File: src/rtl/mips_pkg.sv
// Shared MIPS decode definitions: opcode/funct encodings, instruction field
// positions and the opcode classification used to pick the destination register.
package mips_pkg;

    localparam int DEF_DATA_W    = 32;
    localparam int DEF_REG_COUNT = 32;
    localparam int INSTR_W       = 32;

    localparam logic [5:0] OP_RTYPE = 6'b000000;
    localparam logic [5:0] OP_ADDI  = 6'b001000;
    localparam logic [5:0] OP_ADDIU = 6'b001001;
    localparam logic [5:0] OP_LW    = 6'b100011;
    localparam logic [5:0] OP_LBU   = 6'b100100;
    localparam logic [5:0] OP_SW    = 6'b101011;

    localparam logic [5:0] FN_ADD  = 6'b100000;
    localparam logic [5:0] FN_ADDU = 6'b100001;
    localparam logic [5:0] FN_AND  = 6'b100100;
    localparam logic [5:0] FN_OR   = 6'b100101;
    localparam logic [5:0] FN_SLL  = 6'b000000;
    localparam logic [5:0] FN_SLTU = 6'b101011;
    localparam logic [5:0] FN_SRA  = 6'b000011;
    localparam logic [5:0] FN_SRL  = 6'b000010;
    localparam logic [5:0] FN_SUB  = 6'b100010;

    localparam int OPC_LSB = 26;
    localparam int RS_LSB  = 21;
    localparam int RT_LSB  = 16;
    localparam int RD_LSB  = 11;
    localparam int SH_LSB  = 6;
    localparam int FN_LSB  = 0;
    localparam int IMM_LSB = 0;
    localparam int IMM_W   = 16;

    typedef enum logic [1:0] {
        CLS_RTYPE    = 2'd0,
        CLS_WRITE_RT = 2'd1,
        CLS_NO_WRITE = 2'd2
    } op_class_e;

    typedef enum logic [1:0] {
        UPD_CLEAR = 2'd0,
        UPD_HOLD  = 2'd1,
        UPD_LOAD  = 2'd2
    } upd_sel_e;

    // Which register (if any) an opcode writes back.
    function automatic op_class_e classify_op(input logic [5:0] op);
        op_class_e cls;
        case (op)
            OP_RTYPE:                        cls = CLS_RTYPE;
            OP_ADDI, OP_ADDIU, OP_LW, OP_LBU: cls = CLS_WRITE_RT;
            default:                         cls = CLS_NO_WRITE;
        endcase
        return cls;
    endfunction

endpackage

File: src/rtl/decode_stage_if.sv
// Decode-stage bus: fetch-side instruction/control, write-back port and the
// registered operands presented to the ALU.
interface decode_stage_if #(
    parameter int DATA_W = 32,
    parameter int AW     = 5
);
    logic              instr_valid;
    logic [31:0]       instruction;
    logic              stall;
    logic              flush;
    logic              wb_en;
    logic [AW-1:0]     wb_addr;
    logic [DATA_W-1:0] wb_data;

    logic [DATA_W-1:0] read_data_1;
    logic [DATA_W-1:0] read_data_2;
    logic [DATA_W-1:0] store_data;
    logic [4:0]        shmat;
    logic [5:0]        opcode;
    logic [5:0]        functioncode;
    logic [AW-1:0]     dest_reg;
    logic              reg_write;
    logic              out_valid;

    modport master (
        output instr_valid, instruction, stall, flush, wb_en, wb_addr, wb_data,
        input  read_data_1, read_data_2, store_data, shmat, opcode,
               functioncode, dest_reg, reg_write, out_valid
    );

    modport slave (
        input  instr_valid, instruction, stall, flush, wb_en, wb_addr, wb_data,
        output read_data_1, read_data_2, store_data, shmat, opcode,
               functioncode, dest_reg, reg_write, out_valid
    );
endinterface

File: src/rtl/mips_regfile.sv
// 2-read/1-write register file; $0 is hardwired to zero and reads bypass a
// same-cycle write so the decoder sees the value being written back.
module mips_regfile #(
    parameter int DATA_W    = 32,
    parameter int REG_COUNT = 32,
    parameter int AW        = $clog2(REG_COUNT)
) (
    input  logic              clk,
    input  logic              reset,
    input  logic [AW-1:0]     ra1_i,
    input  logic [AW-1:0]     ra2_i,
    output logic [DATA_W-1:0] rd1_o,
    output logic [DATA_W-1:0] rd2_o,
    input  logic              we_i,
    input  logic [AW-1:0]     wa_i,
    input  logic [DATA_W-1:0] wd_i
);

    logic [DATA_W-1:0] regs_q [REG_COUNT];
    logic              wr_live_s;

    assign wr_live_s = we_i && (wa_i != '0);

    // Register array: cleared on reset, written when the target is not $0.
    always_ff @(posedge clk or posedge reset) begin
        if (reset) begin
            for (int i = 0; i < REG_COUNT; i++) begin
                regs_q[i] <= '0;
            end
        end else if (wr_live_s) begin
            regs_q[wa_i] <= wd_i;
        end
    end

    // Read port 1 with $0 forcing and write bypass.
    always_comb begin
        rd1_o = '0;
        if (ra1_i == '0) begin
            rd1_o = '0;
        end else if (wr_live_s && (wa_i == ra1_i)) begin
            rd1_o = wd_i;
        end else begin
            rd1_o = regs_q[ra1_i];
        end
    end

    // Read port 2 with $0 forcing and write bypass.
    always_comb begin
        rd2_o = '0;
        if (ra2_i == '0) begin
            rd2_o = '0;
        end else if (wr_live_s && (wa_i == ra2_i)) begin
            rd2_o = wd_i;
        end else begin
            rd2_o = regs_q[ra2_i];
        end
    end

endmodule

File: src/rtl/decode_stage.sv
// MIPS instruction-decode / operand-fetch stage: splits the instruction, reads
// operands, and registers everything the ALU and write-back need.
module decode_stage
    import mips_pkg::*;
#(
    parameter int DATA_W    = DEF_DATA_W,
    parameter int REG_COUNT = DEF_REG_COUNT
) (
    input  logic          clk,
    input  logic          reset,
    decode_stage_if.slave bus
);

    localparam int AW = $clog2(REG_COUNT);

    logic [5:0]        opcode_s;
    logic [AW-1:0]     rs_s;
    logic [AW-1:0]     rt_s;
    logic [AW-1:0]     rd_s;
    logic [4:0]        shmat_s;
    logic [5:0]        funct_s;
    logic [IMM_W-1:0]  imm_s;
    logic [DATA_W-1:0] rs_val_s;
    logic [DATA_W-1:0] rt_val_s;
    logic              wb_live_s;
    logic              hit_rs_s;
    logic              hit_rt_s;
    upd_sel_e          upd_sel_s;

    logic [DATA_W-1:0] rd1_q,   rd1_d;
    logic [DATA_W-1:0] rd2_q,   rd2_d;
    logic [DATA_W-1:0] store_q, store_d;
    logic [4:0]        shmat_q, shmat_d;
    logic [5:0]        op_q,    op_d;
    logic [5:0]        fn_q,    fn_d;
    logic [AW-1:0]     dest_q,  dest_d;
    logic              regw_q,  regw_d;
    logic              valid_q, valid_d;
    logic [AW-1:0]     rs_q,    rs_d;
    logic [AW-1:0]     rt_q,    rt_d;

    assign opcode_s = bus.instruction[OPC_LSB +: 6];
    assign rs_s     = bus.instruction[RS_LSB +: AW];
    assign rt_s     = bus.instruction[RT_LSB +: AW];
    assign rd_s     = bus.instruction[RD_LSB +: AW];
    assign shmat_s  = bus.instruction[SH_LSB +: 5];
    assign funct_s  = bus.instruction[FN_LSB +: 6];
    assign imm_s    = bus.instruction[IMM_LSB +: IMM_W];

    mips_regfile #(
        .DATA_W    (DATA_W),
        .REG_COUNT (REG_COUNT),
        .AW        (AW)
    ) u_regfile (
        .clk   (clk),
        .reset (reset),
        .ra1_i (rs_s),
        .ra2_i (rt_s),
        .rd1_o (rs_val_s),
        .rd2_o (rt_val_s),
        .we_i  (bus.wb_en),
        .wa_i  (bus.wb_addr),
        .wd_i  (bus.wb_data)
    );

    // A held instruction must track write-backs to its sources while stalled.
    assign wb_live_s = bus.wb_en && (bus.wb_addr != '0);
    assign hit_rs_s  = wb_live_s && (bus.wb_addr == rs_q);
    assign hit_rt_s  = wb_live_s && (bus.wb_addr == rt_q);

    // Update selection: flush beats stall, stall beats a new instruction.
    always_comb begin
        upd_sel_s = UPD_CLEAR;
        if (bus.flush) begin
            upd_sel_s = UPD_CLEAR;
        end else if (bus.stall) begin
            upd_sel_s = UPD_HOLD;
        end else if (bus.instr_valid) begin
            upd_sel_s = UPD_LOAD;
        end else begin
            upd_sel_s = UPD_CLEAR;
        end
    end

    // Next-state of the pipeline register; the clear path is the default.
    always_comb begin
        rd1_d   = '0;
        rd2_d   = '0;
        store_d = '0;
        shmat_d = 5'd0;
        op_d    = 6'd0;
        fn_d    = 6'd0;
        dest_d  = '0;
        regw_d  = 1'b0;
        valid_d = 1'b0;
        rs_d    = '0;
        rt_d    = '0;
        case (upd_sel_s)
            UPD_HOLD: begin
                shmat_d = shmat_q;
                op_d    = op_q;
                fn_d    = fn_q;
                dest_d  = dest_q;
                regw_d  = regw_q;
                valid_d = valid_q;
                rs_d    = rs_q;
                rt_d    = rt_q;
                if (hit_rs_s) begin
                    rd1_d = bus.wb_data;
                end else begin
                    rd1_d = rd1_q;
                end
                if (hit_rt_s) begin
                    store_d = bus.wb_data;
                end else begin
                    store_d = store_q;
                end
                if (hit_rt_s && (op_q == OP_RTYPE)) begin
                    rd2_d = bus.wb_data;
                end else begin
                    rd2_d = rd2_q;
                end
            end
            UPD_LOAD: begin
                rd1_d   = rs_val_s;
                store_d = rt_val_s;
                shmat_d = shmat_s;
                op_d    = opcode_s;
                fn_d    = funct_s;
                valid_d = 1'b1;
                rs_d    = rs_s;
                rt_d    = rt_s;
                if (opcode_s == OP_RTYPE) begin
                    rd2_d = rt_val_s;
                end else begin
                    rd2_d = {{(DATA_W-IMM_W){imm_s[IMM_W-1]}}, imm_s};
                end
                case (classify_op(opcode_s))
                    CLS_RTYPE: begin
                        dest_d = rd_s;
                        regw_d = (rd_s != '0);
                    end
                    CLS_WRITE_RT: begin
                        dest_d = rt_s;
                        regw_d = (rt_s != '0);
                    end
                    default: begin
                        dest_d = rt_s;
                        regw_d = 1'b0;
                    end
                endcase
            end
            default: begin
                valid_d = 1'b0;
            end
        endcase
    end

    // Pipeline register.
    always_ff @(posedge clk or posedge reset) begin
        if (reset) begin
            rd1_q   <= '0;
            rd2_q   <= '0;
            store_q <= '0;
            shmat_q <= 5'd0;
            op_q    <= 6'd0;
            fn_q    <= 6'd0;
            dest_q  <= '0;
            regw_q  <= 1'b0;
            valid_q <= 1'b0;
            rs_q    <= '0;
            rt_q    <= '0;
        end else begin
            rd1_q   <= rd1_d;
            rd2_q   <= rd2_d;
            store_q <= store_d;
            shmat_q <= shmat_d;
            op_q    <= op_d;
            fn_q    <= fn_d;
            dest_q  <= dest_d;
            regw_q  <= regw_d;
            valid_q <= valid_d;
            rs_q    <= rs_d;
            rt_q    <= rt_d;
        end
    end

    assign bus.read_data_1  = rd1_q;
    assign bus.read_data_2  = rd2_q;
    assign bus.store_data   = store_q;
    assign bus.shmat        = shmat_q;
    assign bus.opcode       = op_q;
    assign bus.functioncode = fn_q;
    assign bus.dest_reg     = dest_q;
    assign bus.reg_write    = regw_q;
    assign bus.out_valid    = valid_q;

endmodule

File: src/flat_wrapper.sv
// flat-port wrapper written by rule: the top's interface ports become plain ports
module decode_stage_flat import mips_pkg::*;
#(
    parameter int DATA_W    = DEF_DATA_W,
    parameter int REG_COUNT = DEF_REG_COUNT
)
  (clk, reset, bus_instr_valid, bus_instruction, bus_stall, bus_flush, bus_wb_en, bus_wb_addr, bus_wb_data, bus_read_data_1, bus_read_data_2, bus_store_data, bus_shmat, bus_opcode, bus_functioncode, bus_dest_reg, bus_reg_write, bus_out_valid);
  decode_stage_if #(.DATA_W(DATA_W)) bus_i ();
  input  logic clk;
  input  logic reset;
  input wire logic [$bits(bus_i.instr_valid)-1:0] bus_instr_valid;
  input wire logic [$bits(bus_i.instruction)-1:0] bus_instruction;
  input wire logic [$bits(bus_i.stall)-1:0] bus_stall;
  input wire logic [$bits(bus_i.flush)-1:0] bus_flush;
  input wire logic [$bits(bus_i.wb_en)-1:0] bus_wb_en;
  input wire logic [$bits(bus_i.wb_addr)-1:0] bus_wb_addr;
  input wire logic [$bits(bus_i.wb_data)-1:0] bus_wb_data;
  output wire logic [$bits(bus_i.read_data_1)-1:0] bus_read_data_1;
  output wire logic [$bits(bus_i.read_data_2)-1:0] bus_read_data_2;
  output wire logic [$bits(bus_i.store_data)-1:0] bus_store_data;
  output wire logic [$bits(bus_i.shmat)-1:0] bus_shmat;
  output wire logic [$bits(bus_i.opcode)-1:0] bus_opcode;
  output wire logic [$bits(bus_i.functioncode)-1:0] bus_functioncode;
  output wire logic [$bits(bus_i.dest_reg)-1:0] bus_dest_reg;
  output wire logic [$bits(bus_i.reg_write)-1:0] bus_reg_write;
  output wire logic [$bits(bus_i.out_valid)-1:0] bus_out_valid;
  assign bus_i.instr_valid = bus_instr_valid;
  assign bus_i.instruction = bus_instruction;
  assign bus_i.stall = bus_stall;
  assign bus_i.flush = bus_flush;
  assign bus_i.wb_en = bus_wb_en;
  assign bus_i.wb_addr = bus_wb_addr;
  assign bus_i.wb_data = bus_wb_data;
  assign bus_read_data_1 = bus_i.read_data_1;
  assign bus_read_data_2 = bus_i.read_data_2;
  assign bus_store_data = bus_i.store_data;
  assign bus_shmat = bus_i.shmat;
  assign bus_opcode = bus_i.opcode;
  assign bus_functioncode = bus_i.functioncode;
  assign bus_dest_reg = bus_i.dest_reg;
  assign bus_reg_write = bus_i.reg_write;
  assign bus_out_valid = bus_i.out_valid;
  decode_stage #(.DATA_W(DATA_W), .REG_COUNT(REG_COUNT)) u_core (.clk(clk), .reset(reset), .bus(bus_i));
endmodule
File: config.mk
export PLATFORM = sky130hd
export DESIGN_NAME = decode_stage_flat
export DESIGN_NICKNAME = d
export VERILOG_FILES = /design/src/rtl/mips_pkg.sv /design/src/rtl/decode_stage_if.sv /design/src/rtl/mips_regfile.sv /design/src/rtl/decode_stage.sv /design/src/flat_wrapper.sv
export SDC_FILE = /design/constraint.sdc
export NUM_CORES = 2
export LEC_CHECK = 0
export ABC_CLOCK_PERIOD_IN_PS = 51800
export CORE_MARGIN = 2
export CORE_UTILIZATION = 60
export CTS_CLUSTER_DIAMETER = 40
export CTS_CLUSTER_SIZE = 28
export DETAILED_ROUTE_END_ITERATION = 12
export GPL_TIMING_DRIVEN = 0
export PLACE_DENSITY = 0.82
export REMOVE_ABC_BUFFERS = 1
export SLEW_MARGIN = 40
export SYNTH_ARGS = -nofsm -noshare
export SYNTH_HDL_FRONTEND = slang
export SYNTH_HIERARCHICAL = 1
export SYNTH_SLANG_ARGS = --single-unit
File: constraint.sdc
create_clock -name clk -period 51.8 [get_ports clk]
set_input_delay 7.77 -clock clk [delete_from_list [all_inputs] [get_ports clk]]
set_output_delay 7.77 -clock clk [all_outputs]
set_load 0.02 [all_outputs]
### Yosys cells after proc, flatten, opt, wreduce, memory -nomap -nowiden

Index checks and enable logic that the tools add are counted.

* bitwise gates (word level): 3
* reductions and logical operators: 16
* equal/unequal tests: 14
* multiplexer cells: 35
* order comparisons: 4

Operators by type and width (count)
* $bwmux 1024: 1
* $mux 32: 13
* $bmux 32 s5: 2
* $pmux 32 s2: 3
* $demux 32 s5: 1
* $pmux 5 s2: 4
* $pmux 6 s2: 2
* $eq 5x5->1: 4
* $ge 6x6->1 const B: 3
* $not 5->6: 3
* $reduce_bool 5->1: 3
* $eq 6x4->1 const B: 2
* $eq 6x6->1 const B: 2
* $logic_not 6->1: 2
* $logic_not 5->1: 2
* $mux 2: 4
* $logic_and 1x1->1: 7
* $lt 6x1->1 const B: 1
* $ne 2x1->1 const B: 3
* $pmux 1 s2: 3
* $mux 5: 1
* $eq 2x1->1 const B: 2
* $pmux 2 s2: 1
* $reduce_or 4->1: 1
* 2 further kinds: 2

* flip-flop bits (word level): 1154
* logic and storage cells: 115
* input port bits: 75

### Depth between registers and ports, before layout

* depth after elaboration: 8
* gate-level depth with buffers: 13
* mapped depth without buffers: 9

### Hierarchy

The synthesis kept the hierarchy.

By module, submodules not included
* mips_regfile: instances 1, area an instance 55882.3 µm², cells an instance 3969
* decode_stage: instances 1, area an instance 5919.4 µm², cells an instance 577

### Worst setup path after synthesis

No wires, ideal clock.

* path type: input to register
* start: in bus_instruction[16]
* end: reg u_core.rd2_q[11], in the netlist u_core/bus.read_data_2[11]
* library setup time: 0.128 ns
* cell stages on the path: 10
* arrival: 9.834 ns
* path slack: 41.838 ns
* path through: buf_4 -> buf_6 -> buf_2 -> mux4_2 -> a22oi_1 -> a21oi_1 -> a211o_1 -> mux2i_1 -> o21ai_0 -> mux2_1

* cells in the longest elaborated chain, start to end: 8
* elaborated cells between the ends (all ways): 11

Ends and longest elaborated chain
* start, declared: RTL line flat_wrapper.sv:12 `input wire logic [$bits(bus_i.instruction)-1:0] bus_instruction;`
* $not 5->6 (not written as such): RTL line mips_regfile.sv:55 `rd2_o = regs_q[ra2_i];`
* $bmux 32 s5: RTL line mips_regfile.sv:55
* $mux 32 (not written as such) (2 in series): RTL line mips_regfile.sv:55
* $mux 32: RTL line mips_regfile.sv:52 `end else if (wr_live_s && (wa_i == ra2_i)) begin`
* $mux 32 (*): RTL line mips_regfile.sv:50 `if (ra2_i == '0) begin`
* net u_core.rt_val_s[11]: RTL line decode_stage.sv:24 `logic [DATA_W-1:0] rt_val_s;`
* $mux 32 (*): RTL line decode_stage.sv:133 `if (opcode_s == OP_RTYPE) begin`
* $pmux 32 s2 (*): RTL line decode_stage.sv:98 `case (upd_sel_s)`
* end signal, assigned: RTL line decode_stage.sv:175 `rd2_q <= rd2_d;`
* end, declared: RTL line decode_stage.sv:31 `logic [DATA_W-1:0] rd2_q, rd2_d;`

The timed path passes the listed nets; every way through them passes the cells marked *. The select of a mux whose other input is x is not followed.
A chain may end at the register's enable or synchronous reset.

### Worst setup path after layout

* start: in bus_wb_addr[0]
* end: reg u_core.rd2_q[0], in the netlist u_core/bus.read_data_2[0]

* cells in the longest elaborated chain, start to end: 7
* elaborated cells between the ends (all ways): 12

Ends and longest elaborated chain
* start, declared: RTL line flat_wrapper.sv:16 `input wire logic [$bits(bus_i.wb_addr)-1:0] bus_wb_addr;`
* $reduce_bool 5->1: RTL line mips_regfile.sv:22 `assign wr_live_s = we_i && (wa_i != '0);`
* $logic_and 1x1->1: RTL line mips_regfile.sv:22
* $logic_and 1x1->1 (*): RTL line mips_regfile.sv:52
* $mux 32 (*): RTL line mips_regfile.sv:52
* $mux 32 (*): RTL line mips_regfile.sv:50
* net u_core.rt_val_s[0]: RTL line decode_stage.sv:24
* $mux 32 (*): RTL line decode_stage.sv:133
* $pmux 32 s2 (*): RTL line decode_stage.sv:98

The timed path passes the listed nets; every way through them passes the cells marked *.

==> flow_results.xml <==
<?xml version="1.0" encoding="UTF-8"?>
<metrics>
  <group name="yosys">
    <metric name="yosysWarningCount" unit="">6</metric>
    <metric name="netlist-cell-type-count" unit="">71</metric>
    <metric name="synth_area" unit="sq mm">0.06180</metric>
    <metric name="synthArstFlopShare" unit="%">100.0</metric>
    <metric name="synth-seq-area-share" unit="%">46.73</metric>
    <metric name="synth-seq-cells" unit="">1154</metric>
    <metric name="mapped_cells" unit="">4546</metric>
    <metric name="yosys_most_used_dff" unit="">sky130_fd_sc_hd__dfrtp_1</metric>
    <metric name="synthesis.area_per_instance" unit="sq um">13.59</metric>
    <metric name="synth.top_cell.area_share" unit="%">46.73</metric>
    <metric name="synth_edf_count" unit="">0</metric>
    <metric name="synth_top_area_cell" unit="">sky130_fd_sc_hd__dfrtp_1</metric>
    <metric name="post_synth_main_area_contributors" unit="">sky130_fd_sc_hd__dfrtp_1, sky130_fd_sc_hd__mux2_2, sky130_fd_sc_hd__mux4_2</metric>
  </group>
  <group name="sta">
    <metric name="layout_worst_path_cycle_share" unit="%">21.76</metric>
    <metric name="clock.fmax" unit="MHz">88.73</metric>
    <metric name="worst_pin_slew" unit="ns">0.9313</metric>
    <metric name="maxSlewViolCount" unit="">0</metric>
    <metric name="final.setup.tns" unit="ns">0</metric>
    <metric name="grt_setup_unrepaired" unit="">false</metric>
    <metric name="skew" unit="ns">0.02958</metric>
    <metric name="hold_violations" unit="">0</metric>
    <metric name="slew_headroom" unit="%">37.85</metric>
    <metric name="setup-violations-final" unit="">0</metric>
    <metric name="tmin_final" unit="ns">11.27</metric>
  </group>
  <group name="setup_path">
    <metric name="timing.critical_path.to" unit="">u_core/bus.read_data_2[0]</metric>
    <metric name="startpoint_of_the_lowest_slack_register_to_register_path" unit="">u_core/u_regfile/regs_q[472]</metric>
    <metric name="worstSetupPathType" unit="">primary input to register</metric>
    <metric name="critical_path_arrival" unit="ns">11.89</metric>
    <metric name="worst_setup_path_startpoint" unit="">bus_wb_addr[0]</metric>
    <metric name="r2r_setup_slack" unit="ns">48.99</metric>
    <metric name="cp_data_required_time" unit="ns">52.42</metric>
    <metric name="timing.rr.end" unit="">u_core/bus.read_data_1[24]</metric>
    <metric name="critical_path.endpoint_type" unit="">register</metric>
    <metric name="r2r_cells" unit="">8</metric>
    <metric name="critPathLaunchType" unit="">primary input</metric>
    <metric name="cp_max_fo" unit="">13</metric>
  </group>
  <group name="floorplan">
    <metric name="rows" unit="">117</metric>
    <metric name="start_util" unit="%">60.57</metric>
    <metric name="core" unit="sq mm">0.1020</metric>
    <metric name="die_width" unit="um">324.9</metric>
    <metric name="ioPinCount" unit="">195</metric>
    <metric name="die_area" unit="sq mm">0.1056</metric>
    <metric name="die_y" unit="um">324.9</metric>
  </group>
  <group name="placed_design">
    <metric name="placement.io_buffers" unit="">194</metric>
    <metric name="place_congestion" unit="">0.8277</metric>
    <metric name="dpl.hpwl" unit="um">130900</metric>
  </group>
  <group name="layout">
    <metric name="area.sequential" unit="sq mm">0.02888</metric>
    <metric name="nets" unit="">4666</metric>
    <metric name="largest_register_ffs" unit="">1024</metric>
    <metric name="nFillCells" unit="">6333</metric>
    <metric name="multi_input_area" unit="sq mm">0.03078</metric>
    <metric name="fraction_of_final_layout_cells_sized_beyond_drive_strength_1" unit="%">41.75</metric>
    <metric name="area_growth_syn_to_layout" unit="%">16.79</metric>
    <metric name="top_register" unit="">u_core/u_regfile/regs_q</metric>
  </group>
  <group name="clock_network">
    <metric name="post_cts_buffers" unit="">0</metric>
    <metric name="clock_sinks" unit="">1154</metric>
    <metric name="cts-resized-gates" unit="">0</metric>
    <metric name="hold_buffers" unit="">0</metric>
    <metric name="cts_root_buf" unit="">sky130_fd_sc_hd__clkbuf_16</metric>
    <metric name="clock_tree.htree_level_count" unit="">4</metric>
    <metric name="deepest_clock_path_buffer_count" unit="">3</metric>
    <metric name="clock_tree_from_tritoncts" unit="">built</metric>
    <metric name="numCtsBuffers" unit="">147</metric>
    <metric name="path_clk_slew" unit="ns">0.05</metric>
    <metric name="clkLatencyLatePin" unit="ns">0.77</metric>
  </group>
  <group name="drt">
    <metric name="routedWlPerCell" unit="um">34.25</metric>
    <metric name="routed_via_density" unit="">7.475</metric>
    <metric name="drt_pre_antenna_iters" unit="">6</metric>
    <metric name="route.antenna.remaining_nets" unit="">0</metric>
    <metric name="via_count" unit="">45540</metric>
    <metric name="postRouteWirelength" unit="um">208700</metric>
    <metric name="drc_errors" unit="">0</metric>
    <metric name="drt-initial-drc-count" unit="">6366</metric>
  </group>
  <group name="power">
    <metric name="total_power" unit="uW">2819</metric>
    <metric name="leakage_power_of_the_design" unit="uW">0.03176</metric>
    <metric name="ir_worst_vdd" unit="uV">24.35</metric>
    <metric name="powerDensity" unit="mW/mm^2">39.06</metric>
  </group>
  <group name="grt">
    <metric name="first_pass_grt_wire_length" unit="um">308800</metric>
    <metric name="grt_max_degree" unit="">84</metric>
    <metric name="grt_overflow" unit="">0</metric>
    <metric name="grt_antenna_before_repair" unit="">8</metric>
    <metric name="grt_pass1_vias" unit="">46720</metric>
    <metric name="gr-usage-all-layers" unit="%">39.55</metric>
  </group>
  <group name="hold_path">
    <metric name="min_path_type" unit="">register to register</metric>
  </group>
  <group name="job">
    <metric name="max-cap-violations" unit="">0</metric>
  </group>
  <group name="status">
    <metric name="run_status" unit="">finished, final reports clean</metric>
  </group>
</metrics>
[worst min-delay path by stage]
stage,depth (start not counted),endpoint,from
after floorplan,0,u_core/u_regfile/regs_q[1023],u_core/u_regfile/regs_q[1023]
after global placement,0,u_core/u_regfile/regs_q[1011],u_core/u_regfile/regs_q[1011]
after detailed placement,0,u_core/u_regfile/regs_q[1013],u_core/u_regfile/regs_q[1013]
after CTS,0,u_core/u_regfile/regs_q[992],u_core/u_regfile/regs_q[992]
after global routing,0,u_core/u_regfile/regs_q[1002],u_core/u_regfile/regs_q[1002]
final,0,u_core/u_regfile/regs_q[992],u_core/u_regfile/regs_q[992]
[cell usage in the layout, fill, tap and decap left out, types with 79 or more instances in the layout]
master / synthesis / final
sky130_fd_sc_hd__mux4_2: 359 / 359
sky130_fd_sc_hd__clkbuf_16: 0 / 148
sky130_fd_sc_hd__a21oi_1: 79 / 79
sky130_fd_sc_hd__buf_16: 0 / 88
sky130_fd_sc_hd__mux2_2: 1025 / 1025
sky130_fd_sc_hd__nor2_1: 133 / 118
sky130_fd_sc_hd__mux2i_1: 353 / 353
sky130_fd_sc_hd__nand2_1: 184 / 164
sky130_fd_sc_hd__clkdlybuf4s50_1: 0 / 151
sky130_fd_sc_hd__o21ai_0: 99 / 98
sky130_fd_sc_hd__dfrtp_1: 1154 / 1154
[logic make-up after synthesis]
family	Yosys count	synth area share, %
AOI/OAI and AO/OA	600	6.703
xor gates and xnor gates	20	0.2834
buffers and inverters	492	4.126
DFF	1154	46.73
muxes	1776	38.36
and+or+nand+nor	504	3.804
[worst max-delay path: stages]
cell and delay (ns):
sky130_fd_sc_hd__clkdlybuf4s50_1 0.82, sky130_fd_sc_hd__xnor2_1 0.42, sky130_fd_sc_hd__nand4_1 0.33, sky130_fd_sc_hd__or2_1 0.42, sky130_fd_sc_hd__o21ai_4 0.63, sky130_fd_sc_hd__buf_8 0.29
sky130_fd_sc_hd__a211oi_1 0.08, sky130_fd_sc_hd__a221o_1 0.33, sky130_fd_sc_hd__mux2i_1 0.15, sky130_fd_sc_hd__o21ai_0 0.24, sky130_fd_sc_hd__mux2_1 0.38
[metal layers]
metal / vias to the layer above / routed length [um] / track usage, %
met5: - / 27 / 0
li1: 17430 / - / -
met1: 23310 / 75110 / 51.61
met3: 1105 / 28040 / 13.64
met2: 3685 / 89500 / 56.58
met4: 4 / 16010 / 25.51
[synth_stat cells, types with 6 or more instances]
cell / n
sky130_fd_sc_hd__a2111oi_0: 8
sky130_fd_sc_hd__a211o_1: 11
sky130_fd_sc_hd__a211oi_1: 51
sky130_fd_sc_hd__a21boi_0: 32
sky130_fd_sc_hd__a21oi_1: 79
sky130_fd_sc_hd__a221o_1: 15
sky130_fd_sc_hd__a221oi_1: 39
sky130_fd_sc_hd__a22o_1: 48
sky130_fd_sc_hd__a22oi_1: 60
sky130_fd_sc_hd__a31oi_1: 40
sky130_fd_sc_hd__and2_1: 16
sky130_fd_sc_hd__buf_1: 58
sky130_fd_sc_hd__buf_12: 6
sky130_fd_sc_hd__buf_2: 133
sky130_fd_sc_hd__buf_4: 45
sky130_fd_sc_hd__buf_6: 27
sky130_fd_sc_hd__buf_8: 6
sky130_fd_sc_hd__clkbuf_1: 210
sky130_fd_sc_hd__dfrtp_1: 1154
sky130_fd_sc_hd__mux2_1: 32
sky130_fd_sc_hd__mux2_2: 1025
sky130_fd_sc_hd__mux2i_1: 353
sky130_fd_sc_hd__mux4_1: 7
sky130_fd_sc_hd__mux4_2: 359
sky130_fd_sc_hd__nand2_1: 184
sky130_fd_sc_hd__nand2b_1: 12
sky130_fd_sc_hd__nand3_1: 11
sky130_fd_sc_hd__nor2_1: 133
sky130_fd_sc_hd__nor2b_1: 15
sky130_fd_sc_hd__nor3_1: 75
sky130_fd_sc_hd__nor3b_1: 10
sky130_fd_sc_hd__nor4_1: 8
sky130_fd_sc_hd__o211ai_1: 27
sky130_fd_sc_hd__o21ai_0: 99
sky130_fd_sc_hd__o21ai_1: 8
sky130_fd_sc_hd__o22ai_1: 56
sky130_fd_sc_hd__or2_2: 6
sky130_fd_sc_hd__xnor2_1: 17
[power breakdown]
part           switching [uW]  internal (uW)  leakage, uW  total [uW]
clock network             444            646      0.00255        1090
logic                     242            300       0.0143         541
registers                 128           1060       0.0149        1190
[through the flow]
stage / hold slack (ns) / util [%] / setup slack (ns) / cells / cell area (sq um)
after CTS: 0.3968 / 70.72 / 40.57 / 6084 / 72160
after global placement: 0.3764 / 61.68 / 2.555 / 5623 / 62930
final: 0.3971 / 70.74 / 40.53 / 6092 / 72180
after global routing: 0.4114 / 70.72 / 40.42 / 6085 / 72160
after floorplan: 0.3627 / - / 15.21 / 4061 / 59280
after detailed placement: 0.3836 / 65.58 / 39.81 / 5810 / 66910
[area by class of cell]
type,count,area share [%]
Multi-Input combinational cell,2900,42.64
Timing Repair Buffer,381,7.609
Tap cell,1368,2.371
Sequential cell,1154,40.01
Clock inverter,110,1.898
Antenna cell,8,0.02774
Clock buffer,164,5.367
Inverter,7,0.07281
Note: power is estimated with default switching activity, not from simulation.
